`config.mk`:
```
export PLATFORM = sky130hd
export DESIGN_NAME = drive_pulse_sequencer
export DESIGN_NICKNAME = d
export VERILOG_FILES = /design/src/rtl/drive_seq_pkg.sv /design/src/rtl/nco_phase_accumulator.sv /design/src/rtl/drive_pulse_sequencer.sv
export SDC_FILE = /design/constraint.sdc
export NUM_CORES = 1
export LEC_CHECK = 0
export CAP_MARGIN = 10
export CORE_MARGIN = 4
export CORE_UTILIZATION = 30
export CTS_BUF_LIST = sky130_fd_sc_hd__clkbuf_4 sky130_fd_sc_hd__clkbuf_8
export CTS_CLUSTER_DIAMETER = 50
export DETAILED_ROUTE_END_ITERATION = 8
export REMOVE_ABC_BUFFERS = 1
export SETUP_SLACK_MARGIN = 0.3
export SYNTH_ARGS = -nofsm -noshare
export SYNTH_HDL_FRONTEND = slang
export SYNTH_HIERARCHICAL = 1
export SYNTH_SLANG_ARGS = --single-unit
```
`constraint.sdc`:
```
create_clock -name clk -period 4.3 [get_ports clk]
set_clock_uncertainty 0.15 [all_clocks]
set_input_delay 0.645 -clock clk [delete_from_list [all_inputs] [get_ports clk]]
set_output_delay 0.645 -clock clk [all_outputs]
set_load 0.01 [all_outputs]
```
`src/rtl/drive_seq_pkg.sv`:
```
// Shared definitions for the drive-channel sequencer and the polar modulation unit.
// Holds the sequencer state encoding and the default datapath widths.
package drive_seq_pkg;

  // Phase width matches the modulation unit's sin/cos LUT address width.
  localparam int unsigned DRV_PHASE_WIDTH    = 10;
  localparam int unsigned DRV_ENV_ADDR_WIDTH = 10;

  typedef enum logic {
    ST_IDLE = 1'b0,
    ST_PLAY = 1'b1
  } seq_state_e;

endpackage

```
`src/rtl/nco_phase_accumulator.sv`:
```
// Free-running NCO phase accumulator with a loadable frequency control word.
// The accumulator keeps running in every state so that pulses stay phase-coherent.
module nco_phase_accumulator #(
  parameter int unsigned PHASE_WIDTH = 10,
  parameter int unsigned ACC_WIDTH   = 22
) (
  input  logic                   clk,
  input  logic                   rst,
  input  logic                   i_load,
  input  logic                   i_clear,
  input  logic [ACC_WIDTH-1:0]   i_fcw,
  output logic [PHASE_WIDTH-1:0] o_phase
);

  logic [ACC_WIDTH-1:0] r_acc;
  logic [ACC_WIDTH-1:0] r_fcw;

  // The step taken on a load edge still uses the previous control word.
  always_ff @(posedge clk) begin
    if (rst) begin
      r_acc <= '0;
      r_fcw <= '0;
    end else begin
      if (i_load) begin
        r_fcw <= i_fcw;
      end
      if (i_clear) begin
        r_acc <= '0;
      end else begin
        r_acc <= r_acc + r_fcw;
      end
    end
  end

  assign o_phase = r_acc[ACC_WIDTH-1 -: PHASE_WIDTH];

endmodule

```
`src/rtl/drive_pulse_sequencer.sv`:
```
// Per-qubit drive-channel sequencer: accepts gate commands, walks envelope memory and
// issues NCO phase plus virtual-Z frame to the polar modulation unit.
module drive_pulse_sequencer
  import drive_seq_pkg::*;
#(
  parameter int unsigned PHASE_WIDTH    = DRV_PHASE_WIDTH,
  parameter int unsigned ACC_WIDTH      = 22,
  parameter int unsigned ENV_ADDR_WIDTH = DRV_ENV_ADDR_WIDTH,
  parameter int unsigned LEN_WIDTH      = 10
) (
  input  logic                      clk,
  input  logic                      rst,
  input  logic                      cmd_valid,
  output logic                      cmd_ready,
  input  logic [ACC_WIDTH-1:0]      cmd_fcw,
  input  logic [PHASE_WIDTH-1:0]    cmd_phase_offset,
  input  logic                      cmd_phase_reset,
  input  logic [ENV_ADDR_WIDTH-1:0] cmd_env_base,
  input  logic [LEN_WIDTH-1:0]      cmd_env_len,
  output logic                      env_rd_en,
  output logic [ENV_ADDR_WIDTH-1:0] env_rd_addr,
  output logic                      mod_valid,
  output logic [PHASE_WIDTH-1:0]    mod_nco_phase,
  output logic                      busy,
  output logic                      done
);

  if (ACC_WIDTH < PHASE_WIDTH) begin : g_width_check
    $error("ACC_WIDTH must be at least PHASE_WIDTH");
  end

  seq_state_e                r_state;
  seq_state_e                w_state_nxt;
  logic                      w_cmd_ready;
  logic                      w_last;
  logic                      w_accept;
  logic                      w_play_load;
  logic [PHASE_WIDTH-1:0]    w_acc_phase;
  logic [PHASE_WIDTH-1:0]    w_issue_phase;

  logic [PHASE_WIDTH-1:0]    r_frame;
  logic [ENV_ADDR_WIDTH-1:0] r_addr;
  logic [LEN_WIDTH-1:0]      r_cnt;
  logic                      r_mod_valid;
  logic [PHASE_WIDTH-1:0]    r_mod_phase;
  logic                      r_done;

  nco_phase_accumulator #(
    .PHASE_WIDTH (PHASE_WIDTH),
    .ACC_WIDTH   (ACC_WIDTH)
  ) u_nco (
    .clk     (clk),
    .rst     (rst),
    .i_load  (w_play_load),
    .i_clear (w_play_load && cmd_phase_reset),
    .i_fcw   (cmd_fcw),
    .o_phase (w_acc_phase)
  );

  always_ff @(posedge clk) begin
    if (rst) begin
      r_state <= ST_IDLE;
    end else begin
      r_state <= w_state_nxt;
    end
  end

  // Ready opens in the last PLAY cycle so a following pulse starts with no bubble.
  always_comb begin
    w_state_nxt = r_state;
    w_cmd_ready = 1'b0;
    w_last      = 1'b0;
    w_accept    = 1'b0;
    w_play_load = 1'b0;
    unique case (r_state)
      ST_IDLE: begin
        w_cmd_ready = 1'b1;
      end
      ST_PLAY: begin
        w_last      = (r_cnt == LEN_WIDTH'(1));
        w_cmd_ready = w_last;
        if (w_last) begin
          w_state_nxt = ST_IDLE;
        end
      end
      default: begin
        w_state_nxt = ST_IDLE;
      end
    endcase
    w_accept    = cmd_valid && w_cmd_ready;
    w_play_load = w_accept && (cmd_env_len != '0);
    if (w_play_load) begin
      w_state_nxt = ST_PLAY;
    end
  end

  assign w_issue_phase = w_acc_phase + r_frame;

  always_ff @(posedge clk) begin
    if (rst) begin
      r_frame     <= '0;
      r_addr      <= '0;
      r_cnt       <= '0;
      r_mod_valid <= 1'b0;
      r_mod_phase <= '0;
      r_done      <= 1'b0;
    end else begin
      if (w_accept) begin
        r_frame <= r_frame + cmd_phase_offset;
      end
      if (w_play_load) begin
        r_addr <= cmd_env_base;
        r_cnt  <= cmd_env_len;
      end else if (r_state == ST_PLAY) begin
        r_addr <= r_addr + ENV_ADDR_WIDTH'(1);
        r_cnt  <= r_cnt - LEN_WIDTH'(1);
      end
      // Delayed one cycle to line up with the envelope memory read data.
      r_mod_valid <= (r_state == ST_PLAY);
      r_done      <= w_last;
      if (r_state == ST_PLAY) begin
        r_mod_phase <= w_issue_phase;
      end
    end
  end

  assign cmd_ready     = w_cmd_ready;
  assign env_rd_en     = (r_state == ST_PLAY);
  assign env_rd_addr   = r_addr;
  assign busy          = (r_state == ST_PLAY);
  assign mod_valid     = r_mod_valid;
  assign mod_nco_phase = r_mod_phase;
  assign done          = r_done;

endmodule

```
# Word-level counts from Yosys, hierarchy flattened
# Index checks and enable logic that the tools add are counted.
[op_classes]
addsub = 5
eq_ne = 1
n_mux = 8
n_bitwise = 1
reduce_logical = 7
[ops]
columns = ["cell", "n"]
rows = [
  ["$mux W10", 4],
  ["$add A22 B22 Y22", 1],
  ["$add A10 B10 Y10", 2],
  ["$add A10 B1 Y10 const B", 1],
  ["$eq A10 B1 Y1 const B", 1],
  ["$reduce_bool A10 Y1", 1],
  ["$sub A10 B1 Y10 const B", 1],
  ["$reduce_or A2 Y1", 2],
  ["$logic_and A1 B1 Y1", 3],
  ["$mux W1", 3],
  ["$pmux W1 S2", 1],
  ["$reduce_bool A2 Y1", 1],
  ["$not A1 Y1", 1],
]
[word_totals]
reg_bits = 87
in_bits = 56
out_inout_bits = 25
wordCells = 31

# Logic depth before layout (Yosys ltp)
# Gate-level depths: netlist of run 1.
[logic_depth]
depth_word = 6
mapped_depth = 13
mapped_depth_nobuf = 11

# Cells and area by module
# Netlist of run 1, hierarchy kept.
[modules_own_cells]
columns = ["mod", "instances", "cells_per_inst", "area_per_inst_um2", "seq_area_each_um2"]
rows = [
  ["drive_pulse_sequencer", 1, 317, 2746.4, 860.8],
  ["nco_phase_accumulator", 1, 290, 2536.2, 880.8],
]

# Least setup slack after synthesis of run 1
# Ideal clock, no wire load.
[synth_path]
path_kind = "input-to-reg"
startpoint = "input port cmd_env_len[6]"
endpoint = "register u_nco.r_acc[9]"
setup_ns = 0.074
t_arrival_ns = 2.976
required_time_ns = 4.076
path_slack_ns = 1.100
stages = 10
path_buffers = 2
path_cell_list = "or4_1 o41ai_2 nand2b_1 buf_6 inv_1 and2_1 or2_2 clkbuf_1 or3_1 a31oi_1"
[synth_between]
elab_chain_cells = 4
[synth_rtl]
columns = ["element", "line_no", "rtl"]
rows = [
  ["start: declaration", "drive_pulse_sequencer.sv:19", "input logic [LEN_WIDTH-1:0] cmd_env_len,"],
  ["$reduce_bool A10 Y1", "drive_pulse_sequencer.sv:91", "w_play_load = w_accept && (cmd_env_len != '0);"],
  ["$logic_and A1 B1 Y1", "drive_pulse_sequencer.sv:91", ""],
  ["net w_play_load", "drive_pulse_sequencer.sv:37", "logic w_play_load;"],
  ["$logic_and A1 B1 Y1", "drive_pulse_sequencer.sv:55", ".i_clear (w_play_load && cmd_phase_reset),"],
  ["$reduce_or A2 Y1 (no line)", "--", ""],
  ["end signal: assignment", "nco_phase_accumulator.sv:30", "r_acc <= r_acc + r_fcw;"],
  ["end: declaration", "nco_phase_accumulator.sv:15", "logic [ACC_WIDTH-1:0] r_acc;"],
]
# The timed path passes the listed nets, and every way through them passes these cells.
# A chain may end at the register's enable or synchronous reset.

# Worst setup path in the final report of run 1
# Same ends and word-level chain as after synthesis.

==> results.toml, run 1 <==
[status]
outcome = "complete, no violations"

[yosys]
ys_async_sr_fraction_pct = 0
syn_inst = 607
ys.flop_type = "dfxtp_1"
synth-edff-count = 0
synth-simple-area-share_pct = 19.7
avgSynthCellArea_um2 = 8.70
synthMuxAreaShare_pct = 6.68
synth-seq-cells = 87
synth_top_family_by_area = "simple AND/OR/NAND/NOR gates"
yosysWarnings = 6
synth_fa_ha_area_share_pct = 11.1
syn_area_mm2 = 0.00528
synth_compound_area_share_pct = 18.4
ys_types = 66
yosys.area_share.xor_xnor_pct = 5.80
ys_seq_area_share_pct = 33.0

[run]
max_cap_violations = 0

[detailed_routing]
postRouteAntennaNets = 0
via_per_inst = 4.84
post-route-drc-count = 0
vias = 4333
wire_per_inst_um = 13.8
first_pass_iters = 4
drt_wl_total_um = 12400
drtIter0Drc = 209

[clock_tree]
clkLatencyLatePin_ns = 0.39
htreeDepth = 3
cts_inserted_buffers = 9
cts-root-buf = "clkbuf_8"
cts.sinks = 87
cts_buffer_depth = 2
ctsHoldBuffers = 0
clk_pin_slew_ns = 0.09
cts_resized = 0
cts_setup_buffers = 0
cts_tree = "built"

[pwr]
pwr_density_cell_mw_per_mm2 = 313
p_clk_share_pct = 27.1
power.total_mw = 1.99
swShare_pct = 32.4
combPwrFrac_pct = 26.1
p_leak_nw = 2.50
seqPwrFrac_pct = 46.8
irDropWorstVdd_mv = 0.193
switchingPower_mw = 0.646
intPower_mw = 1.35

[final_layout]
n_antenna_cell = 0
drive_above_1_share_pct = 7.15
final_cell_mix = "dfxtp_1, nor2_1, clkdlybuf4s50_1, ha_1, a21oi_1"
multi_input_area_mm2 = 0.00326
synthToLayoutAreaGrowth_pct = 20.4
nFillCells = 1813
regArea_mm2 = 0.00174
final_common_cell = "dfxtp_1"
fin_nets = 767

[critical_path]
crit_path_max_fanout = 18
startpoint_type = "primary input"
arrival_ns = 3.56
worstSetupPathType = "in2reg"
worstPathRequired_ns = 4.45
cp-end-kind = "register"

[global_routing]
grt.total_usage_pct = 12.9
first_global_vias = 4279
grt_max_degree = 44
grt_pass1_wl_um = 20900
antenna_found_initial = 0
grt_overflow_total = 0

[die]
rows = 48
initial_core_util_pct = 30.5
die_w_um = 141
die_area_mm2 = 0.0198
die_h_um = 141
core_mm2 = 0.0173
io_pins = 81

[timing]
slew_headroom_pct = 46.5
setup_ws_ns = 0.897
fin_tns_setup_ns = 0
setup_violations = 0
slew_viol_final = 0
fin_crit_sh_pct = 79.1
max_freq_ghz = 0.294
worstMarginPinSlew_ns = 0.802
hold_violations = 0
rsz0062_at_grt = "no"
fin_crit_ns = 3.40

[placed_design]
dp_hpwl_um = 9280
portBuffers = 80
gp_congestion = 0.833
place_ws_ns = 0.518

[worst_hold_path]
hold_path.class = "reg2reg"
==> registers in the layout (all words and copies together), names as in the netlist, 10 cells and up <==
register and cells:
u_nco/r_acc 22, u_nco/r_fcw 22, mod_nco_phase 10, env_rd_addr 10, r_cnt 10, r_frame 10
==> through the flow <==
step / std cells / utilization [%] / hold WS (ns) / area (µm²)
detailed placement: 880 / 35.7 / 0.320 / 6180
CTS: 896 / 36.8 / 0.334 / 6360
global route: 896 / 36.8 / 0.374 / 6360
floorplan: 570 / - / 0.296 / 5060
global placement: 880 / 35.7 / 0.320 / 6180
finish: 896 / 36.8 / 0.329 / 6360
==> area by class of cell <==
class	instances	share of cell area (%)
sequential	87	27.4
tap	225	4.43
inverter	18	1.06
clock inverter	7	0.905
multi-input combinational	465	51.2
clock buffer	9	1.95
timing repair buffer	85	13.1
==> worst max-delay path: stages <==
cell and delay (ns):
clkdlybuf4s50_1 0.42, or4_1 0.57, o41ai_2 0.40, nand2b_1 0.23
inv_1 0.07, and2_1 0.19, or2_2 0.47, or3_1 0.42
a31oi_1 0.13
==> power by group through the flow <==
stage / sequential, mW / combinational, mW / clock [mW]
2_1_floorplan: 0.949 / 0.332 / 0
3_3_place_gp: 0.951 / 0.519 / 0
3_5_place_dp: 0.952 / 0.521 / 0
4_1_cts: 0.934 / 0.525 / 0.579
5_1_grt: 0.943 / 0.585 / 0.606
6_report: 0.933 / 0.519 / 0.540
==> kinds of logic after synthesis <==
| kind of cell | Yosys count |
|---|---|
| simple gates | 216 |
| compound gates | 134 |
| flops | 87 |
| buf+inv | 55 |
| fa+ha+maj | 45 |
| xor+xnor | 35 |
| mux | 35 |
==> Yosys cell counts (all sizes together), types with 3 or more instances <==
cell type   n  area (µm²)
dfxtp      87        1740
nor2       82         308
ha         42         526
a21oi      40         204
nand2      38         143
mux2i      33         330
a211oi     24         240
xnor2      21         184
buf        19         150
nor3       19        95.1
o21ai      19        98.9
clkbuf     18        67.6
inv        18        67.6
nand3      14        70.1
xor2       14         123
or3        10        67.6
nor2b       9        56.3
o21a        9        67.6
nand4       8        50.1
a21o        7        52.6
nand2b      7        43.8
a31oi       6        43.8
and2        5        31.3
o21bai      5        41.3
nor3b       4        30.0
nor4        4        25.0
or2         4        25.0
and3        3        18.8
fa          3        60.1
nand4b      3        26.3
==> final timing paths <==
| kind | start | end | slack [ns] | cells after the start |
|---|---|---|---|---|
| worst max-delay path | cmd_env_len[6] | u_nco/r_acc[9] | 0.90 | 9 |
| worst min-delay path | mod_nco_phase[1] | mod_nco_phase[1] | 0.33 | 2 |
| worst max register to register | r_cnt[2] | u_nco/r_acc[20] | 1.57 | 10 |
| worst min register to register | mod_nco_phase[1] | mod_nco_phase[1] | 0.33 | 2 |
==> layer usage <==
metal | track usage [%] | wire length, µm | share of wire [%] | vias to the layer above
li1 | - | - | - | 2284
met1 | 17.2 | 6100 | 49 | 1961
met2 | 20.8 | 5570 | 45 | 78
met3 | 3.60 | 584 | 4.7 | 10
met4 | 2.91 | 110 | 0.89 | 0
met5 | 0 | 0 | 0 | -
(Power assumes the default switching activity.)
==> run 2, diff against run 1 <==
==> constraint.sdc (replaced) <==
create_clock -name clk -period 2.8 [get_ports clk]
set_clock_uncertainty 0.15 [all_clocks]
set_input_delay 0.42 -clock clk [delete_from_list [all_inputs] [get_ports clk]]
set_output_delay 0.42 -clock clk [all_outputs]
set_load 0.01 [all_outputs]
==> results.toml, run 2 (same netlist as run 1, synthesis figures left out) <==
[detailed_routing]
drtIter0Drc = 130
wire_per_inst_um = 14.1
post-route-drc-count = 0
drt_wl_total_um = 12900
first_pass_iters = 4
postRouteAntennaNets = 0
vias = 4442
via_per_inst = 4.87

[clock_tree]
clk_pin_slew_ns = 0.09
cts_buffer_depth = 2
cts_tree = "built"
clkLatencyLatePin_ns = 0.38
cts.sinks = 87
htreeDepth = 3
cts-root-buf = "clkbuf_8"
cts_inserted_buffers = 9
ctsHoldBuffers = 0

[final_layout]
fin_nets = 784
drive_above_1_share_pct = 11.6
final_common_cell = "dfxtp_1"
top_regs = "u_nco/r_acc (22), u_nco/r_fcw (22)"
finalCoreUtilization_pct = 38.4
synthToLayoutAreaGrowth_pct = 25.7
final_cell_mix = "dfxtp_1, nor2_1, clkdlybuf4s50_1, ha_1, a21oi_1"
n_antenna_cell = 0

[critical_path]
startpoint_type = "primary input"
worstPathCellList = "dlygate4sd2_1 > or4_4 > o41ai_4 > nand2b_4 > inv_2 > and2_4 > or2_4 > or3_1 > a31oi_1"
arrival_ns = 2.55
worstPathRequired_ns = 2.95
max_stage_delay_ns = 0.54
reg2reg_depth = 9
cp-end-kind = "register"
worstSetupPathType = "in2reg"
path_depth = 9
path_buf_inv = 2
path_delay_family = "simple AND/OR/NAND/NOR gates"
slowest_stage = "or4_4"
crit_path_max_fanout = 6

[timing]
fin_crit_ns = 2.40
max_freq_ghz = 0.417
hold_slack_ns = 0.211
fin_crit_sh_pct = 85.7
worstMarginPinSlew_ns = 0.608
fin_tns_setup_ns = 0
rsz0062_at_grt = "no"
setup_violations = 0
hold_violations = 0
slew_headroom_pct = 59.5
slew_viol_final = 0

[pwr]
p_leak_nw = 2.70
p_clk_share_pct = 27.9
pwr_density_cell_mw_per_mm2 = 477
intPower_mw = 2.19
switchingPower_mw = 0.978
irDropWorstVdd_mv = 0.306
swShare_pct = 30.9
seqPwrFrac_pct = 45.4
combPwrFrac_pct = 26.7

[global_routing]
antenna_found_initial = 0
grt_overflow_total = 0
grt.total_usage_pct = 13.2
first_global_vias = 4348
grt_max_degree = 37
grt_pass1_wl_um = 21300

[die]
die_h_um = 141
rows = 48
core_mm2 = 0.0173
io_pins = 81
die_w_um = 141
initial_core_util_pct = 30.5
die_area_mm2 = 0.0198

[worst_hold_path]
hold_path.class = "in2reg"
whs_path_depth = 3

[status]
outcome = "complete, no violations"

[placed_design]
gp_congestion = 0.790
dp_hpwl_um = 9660
portBuffers = 80

[run]
max_cap_violations = 0
==> run 2: cell types whose count changed in the layout (fill, tap and decap cells not counted), moves of 2 or more <==
cell             change
dfxtp_1              -3
dlygate4sd2_1        +4
or4_4                +2
dlymetal6s2s_1       +5
clkdlybuf4s50_1      -9
buf_4               +14
o21ai_0              -2
nand2b_1             -2
or4_1                -2
clkinvlp_4           -2
nand2b_4             +2
o21ai_1              +2
dfxtp_2              +3
==> run 2: worst register-to-register path, cell delays in order, from the launching register on <==
cell	delay [ns]
dfxtp_1	0.34
ha_1	0.18
inv_1	0.06
fa_1	0.39
nand2b_4	0.18
a21oi_4	0.19
a31oi_4	0.15
o21ai_2	0.20
a311oi_2	0.12
mux2_1	0.32
==> run 2: layout make-up <==
class                   instances  area (µm²)
clock buffers                  10         131
clock inverters                 5        60.1
fillers                      1794       10700
inverters                      18        67.6
multi-input cells             465        3350
flip-flops and latches         87        1750
well taps                     225         282
repair buffers                102        1000
==> run 2: path summary, 6_finish.rpt <==
check / from / to / slack, ns
max reg2reg: u_nco/r_fcw[0] / u_nco/r_acc[16] / 0.43
min: cmd_env_len[9] / r_cnt[9] / 0.21
min reg2reg: r_frame[0] / r_frame[0] / 0.33
max: cmd_env_len[3] / u_nco/r_acc[9] / 0.40
==> run 2: power groups by stage <==
stage          Sequential [mW]  Clock (mW)  Combinational (mW)
2_1_floorplan             1.46           0               0.509
3_5_place_dp              1.46           0               0.817
4_1_cts                   1.44       0.935               0.848
3_3_place_gp              1.46           0               0.813
5_1_grt                   1.46       0.969               0.945
6_report                  1.44       0.884               0.847
==> run 2: what timing repair did <==
action | in CTS | in global routing
setup endpoints to repair | 28 | 18
gates cloned | 1 | 0
resized for setup | 23 | 14
pin swaps | 8 | 5
setup buffers | 1 | 2
==> run 2: metal layers <==
metal | global-route usage [%] | up-vias | wire length [µm]
met1 | 17.4 | 2040 | 6210
met3 | 3.56 | 7 | 648
met2 | 21.5 | 83 | 5880
li1 | - | 2312 | -
met4 | 3.37 | 0 | 127
met5 | 0 | - | 0
==> run 2: through the flow <==
| stage | worst slack, ns | cells | area, µm² | total power [mW] |
|---|---|---|---|---|
| global placement | -0.465 | 893 | 6280 | 2.28 |
| floorplan | -1.76 | 570 | 5060 | 1.97 |
| detailed placement | -0.491 | 893 | 6280 | 2.28 |
| CTS | 0.215 | 910 | 6580 | 3.22 |
| finish | 0.399 | 912 | 6640 | 3.17 |
| global route | 0.313 | 912 | 6640 | 3.37 |
